===== src/rtl/md_unit.sv =====
// Iterative radix-2 multiply/divide unit with private HI/LO registers.
// One operation takes WIDTH+1 busy cycles: WIDTH shift steps, then one sign-fix/write cycle.
module md_unit #(
    parameter int WIDTH = 32,
    parameter int CNT_W = $clog2(WIDTH) + 1
) (
    input  logic             clk,
    input  logic             rst,
    input  logic             start,
    input  logic [2:0]       op,
    input  logic [WIDTH-1:0] a,
    input  logic [WIDTH-1:0] b,
    input  logic             cancel,
    output logic             busy,
    output logic             done,
    output logic [WIDTH-1:0] hi,
    output logic [WIDTH-1:0] lo
);
    localparam logic [2:0] OP_MULT  = 3'b000;
    localparam logic [2:0] OP_DIV   = 3'b010;
    localparam logic [2:0] OP_MTHI  = 3'b100;
    localparam logic [2:0] OP_MTLO  = 3'b101;

    typedef enum logic [1:0] {IDLE, CALC, FIX} state_t;

    state_t           state, state_nx;
    logic [CNT_W-1:0] cnt;
    logic             is_div, neg_q, neg_r, div0;
    logic [WIDTH-1:0] opnd;   // multiplicand or divisor
    logic [WIDTH-1:0] a_raw;  // unmodified dividend for the divide-by-zero result
    logic [WIDTH-1:0] rem;    // product high half or partial remainder
    logic [WIDTH-1:0] low;    // multiplier bits shifting out / quotient bits shifting in

    logic             accept, fin;
    logic             sgn, a_neg, b_neg;
    logic [WIDTH-1:0] abs_a, abs_b;
    logic [WIDTH:0]   mul_sum, div_shift, div_diff;
    logic [2*WIDTH-1:0] prod;

    assign accept = (state == IDLE) && start && !cancel;
    assign busy   = (state != IDLE);

    assign sgn   = (op == OP_MULT) || (op == OP_DIV);
    assign a_neg = sgn && a[WIDTH-1];
    assign b_neg = sgn && b[WIDTH-1];
    assign abs_a = a_neg ? -a : a;
    assign abs_b = b_neg ? -b : b;

    assign mul_sum   = {1'b0, rem} + {1'b0, (low[0] ? opnd : {WIDTH{1'b0}})};
    assign div_shift = {rem, low[WIDTH-1]};
    assign div_diff  = div_shift - {1'b0, opnd};
    assign prod      = {rem, low};

    always_ff @(posedge clk or negedge rst) begin
        if (!rst) state <= IDLE;
        else      state <= state_nx;
    end

    always_comb begin
        state_nx = state;
        fin      = 1'b0;
        case (state)
            IDLE: if (accept && !op[2]) state_nx = CALC;
            CALC: begin
                if (cancel)                 state_nx = IDLE;
                else if (cnt == CNT_W'(1))  state_nx = FIX;
            end
            FIX: begin
                state_nx = IDLE;
                fin      = !cancel;
            end
            default: state_nx = IDLE;
        endcase
    end

    always_ff @(posedge clk or negedge rst) begin
        if (!rst) begin
            cnt    <= '0;
            is_div <= 1'b0;
            neg_q  <= 1'b0;
            neg_r  <= 1'b0;
            div0   <= 1'b0;
            opnd   <= '0;
            a_raw  <= '0;
            rem    <= '0;
            low    <= '0;
            hi     <= '0;
            lo     <= '0;
            done   <= 1'b0;
        end else begin
            done <= fin;
            if (accept) begin
                if (op == OP_MTHI)      hi <= a;
                else if (op == OP_MTLO) lo <= a;
                else if (!op[2]) begin
                    cnt    <= CNT_W'(WIDTH);
                    is_div <= op[1];
                    neg_q  <= a_neg ^ b_neg;
                    neg_r  <= a_neg;
                    div0   <= op[1] && (b == '0);
                    a_raw  <= a;
                    rem    <= '0;
                    opnd   <= op[1] ? abs_b : abs_a;
                    low    <= op[1] ? abs_a : abs_b;
                end
            end
            if (state == CALC) begin
                cnt <= cnt - CNT_W'(1);
                if (is_div) begin
                    // Restoring step: keep the difference only when it did not go negative.
                    rem <= div_diff[WIDTH] ? div_shift[WIDTH-1:0] : div_diff[WIDTH-1:0];
                    low <= {low[WIDTH-2:0], ~div_diff[WIDTH]};
                end else begin
                    rem <= mul_sum[WIDTH:1];
                    low <= {mul_sum[0], low[WIDTH-1:1]};
                end
            end
            if (fin) begin
                if (is_div && div0) begin
                    hi <= a_raw;
                    lo <= '1;
                end else if (is_div) begin
                    hi <= neg_r ? -rem : rem;
                    lo <= neg_q ? -low : low;
                end else begin
                    {hi, lo} <= neg_q ? -prod : prod;
                end
            end
        end
    end
endmodule


===== config.mk =====
export PLATFORM = sky130hd
export DESIGN_NAME = md_unit
export DESIGN_NICKNAME = d
export VERILOG_FILES = /design/src/rtl/md_unit.sv
export SDC_FILE = /design/constraint.sdc
export NUM_CORES = 1
export LEC_CHECK = 0
export ABC_AREA = 1
export CORE_ASPECT_RATIO = 1.4
export CORE_MARGIN = 5
export CORE_UTILIZATION = 33
export DETAILED_ROUTE_END_ITERATION = 8
export PLACE_DENSITY = 0.57
export SYNTH_ARGS = -nofsm -noshare
export SYNTH_HDL_FRONTEND = slang
export SYNTH_SLANG_ARGS = --single-unit

===== constraint.sdc =====
create_clock -name clk -period 3.5 [get_ports clk]
set_input_delay 0.7 -clock clk [delete_from_list [all_inputs] [get_ports clk]]
set_output_delay 0.7 -clock clk [all_outputs]
set_load 0.02 [all_outputs]

==> reports/results.tsv <==
stage	metric	value	unit
layout	fin area	23200	sq um
setup_path	crit path launch type	flip-flop	
global_routing	pin count of the biggest net entering global routing	83	
placement	GPL Wtd Cong	1.06	
setup_path	CP Data Arrival Time	3.55	ns
timing	fmax	323	MHz
floorplan	die height	300	um
clocking	Reg clk slew, reported paths	0.07	ns
timing	fin crit period	3.10	ns
yosys	Avg Inst Size Synth	5.90	sq um
clocking	Clock Path Buffers	3	
clocking	post-cts hold buffer count	0	
clocking	Num CTS Buffers	25	
yosys	part of the Yosys area used for sequential elements	25.9	%
yosys	synthesized flop and latch total	205	
placement	placed inst area	22400	sq um
layout	commonest non-fill, non-tap cells in the layout	nand2_1 (1023), inv_1 (437), nor2_1 (416), nand3_1 (315), a21oi_1 (225)	
global_routing	GRT Overall Usage	30.5	%
floorplan	initial core utilization	33.2	%
timing	final period utilization	88.5	%
detailed_routing	wire length per cell	23.9	um
pwr	Pwr Total	0.0178	W
detailed_routing	Post-Route WL	102000	um
timing	RSZ-0062 raised after global routing	false	
yosys	syn nets	3505	
timing	Final Max Tran Viols	0	
timing	Final Skew	0.0218	ns
pwr	P_leak	11.6	nW
clocking	Root Buffer	clkbuf_16	
floorplan	Horiz. Die Dim	217	um
setup_path	CP max FO	31	
layout	commonest non-fill, non-tap cell in the layout	nand2_1	
layout	nets	3639	
pwr	peak supply drop	503	uV
clocking	CTS tree	built	
timing	setup violators final	0	
clocking	H-tree lvl count	1	
clocking	CTS sink count	205	
timing	Final Hold Viols	0	
clocking	Post-CTS Setup Inserts	0	
detailed_routing	# DRC	0	
timing	Max-slew headroom	47.4	%
worst_hold_path	Hold WC Path Type	input port to async pin	
yosys	Synth Instances	3362	
floorplan	I/O Pins	137	
clocking	Post-CTS Resized	0	
yosys	count of different cell masters after synthesis	52	
placement	Port Buf Inserts	136	
setup_path	Critical Path RT	3.95	ns
detailed_routing	initial drt markers	2304	
floorplan	core box area	59700	sq um
placement	DP HPWL	82300	um
yosys	Cell Area, Synth	19800	sq um
detailed_routing	vias post-DR	23600	
detailed_routing	DR pass1 iterations	9	
global_routing	number of global-route vias before repair	23000	
floorplan	Cell Rows	106	
global_routing	initial antenna violation count	1	
layout	layout cells sized above 1	5.38	%
timing	Worst-Margin Slew	0.789	ns
timing	Fin Setup TNS	0	ns
setup_path	Critical Path Sink Type	flip-flop	
layout	fillers	6697	
detailed_routing	via-per-instance ratio	5.53	
yosys	Ys Warns	0	
global_routing	GRT Residual Overflow	0	
run	Max Cap Viol	0	
run_status	run status	complete, no violations	
clocking	worst skew pair latency	0.58	ns
pwr	Cell Pwr Density	764	nW/um^2
floorplan	Die Footprint	65200	sq um
setup_path	kind of critical path	flip-flop to flip-flop	
global_routing	first-pass GRT wire length	149000	um
detailed_routing	Final ANT Viol Nets	0	
layout	Area growth syn-to-layout	17.2	%
-- flip-flops by register name, summed over array words and instances, names as in the netlist --
signal,flops
rem,32
is_div,1
state,2
done,1
neg_r,1
lo,32
opnd,32
hi,32
cnt,6
low,32
a_raw,32
neg_q,1
div0,1
-- cell families after synthesis --
kind of cell	synth area share (%)
AO/OA/AOI/OAI	16.2
flip-flops	25.9
adder cells (fa/ha/maj)	4.62
AND/OR/NAND/NOR	39.8
XOR/XNOR	2.30
buffers and inverters	11.3
-- area by class of cell --
cell class / count / area, sq um / share of cell area (%)
inverters: 449 / 1690 / 7.25
multi-input cells: 2592 / 12500 / 53.7
flip-flops and latches: 205 / 5130 / 22.1
clock buffers: 30 / 674 / 2.90
diodes: 1 / 2.50 / 0.0108
well taps: 756 / 946 / 4.07
clock inverters: 14 / 184 / 0.791
repair buffers: 223 / 2140 / 9.22
-- metal layers --
layer | GRT usage [%] | vias up | wire length [um]
li1 | - | 11100 | -
met1 | 33.4 | 10900 | 35800
met2 | 51.4 | 1207 | 48000
met3 | 3.74 | 412 | 6340
met4 | 27.1 | 0 | 11900
met5 | 0 | - | 0
-- final timing paths --
kind / cells past startpoint / from / slack, ns / end
max: 17 / low[31] / 0.40 / rem[10]
min: 1 / rst / 0.16 / opnd[8]
max reg2reg: 17 / low[31] / 0.40 / rem[10]
min reg2reg: 2 / a_raw[22] / 0.49 / a_raw[22]
max in group asynchronous: 2 / rst / 2.45 / hi[30]
min in group clk: 2 / a_raw[22] / 0.49 / a_raw[22]
-- power breakdown --
| part | switching, W | internal (W) |
|---|---|---|
| clock | 0.00120 | 0.00167 |
| combinational | 0.00732 | 0.00346 |
| sequential | 0.000997 | 0.00313 |
| total | 0.00952 | 0.00825 |
-- cell usage after synthesis, drive strengths merged --
master	instances	area, sq um
a21boi	2	15.0
a21o	4	30.0
a21oi	225	1130
a22oi	11	82.6
a31oi	8	50.1
and2	8	51.3
buf	40	243
clkbuf	74	288
clkinv	2	7.51
dfrtp	205	5130
dlygate4sd1	2	17.5
fa	2	40.0
ha	70	876
inv	447	1680
nand2	1036	3930
nand2b	1	6.26
nand3	317	1600
nand3b	12	90.1
nand4	34	213
nor2	433	1700
nor3	37	190
nor4	6	52.6
o2111ai	1	8.76
o211ai	41	308
o21a	5	37.5
o21ai	232	1180
o21bai	8	60.1
o221ai	8	70.1
o22ai	1	6.26
o311ai	21	184
o31ai	6	45.0
or2	11	68.8
xnor2	14	123
xor2	38	333
-- worst max-delay path: stages, from the launching register on --
cell	delay [ns]
dfrtp_1	0.40
inv_1	0.11
ha_1	0.23
fa_1	0.44
inv_1	0.15
nand2_1	0.07
nand2_1	0.11
nand3_1	0.07
nand2_1	0.11
nand2_1	0.07
nand2_2	0.12
nand2_2	0.11
nand3_1	0.15
nand2_4	0.26
nor2_2	0.34
nand2_1	0.10
nand3_1	0.08
o21ai_1	0.07
-- per-stage QoR --
step | cells | utilization, % | setup slack, ns | hold slack (ns)
2_1_floorplan | 3362 | - | 0.931 | 0.404
3_3_place_gp | 4225 | 37.5 | 0.126 | 0.467
3_5_place_dp | 4225 | 37.5 | 0.227 | 0.474
4_1_cts | 4269 | 39.0 | 0.441 | 0.202
5_1_grt | 4269 | 39.0 | 0.129 | 0.233
6_report | 4270 | 39.0 | 0.402 | 0.162
Power figures use the tool's default switching activity.
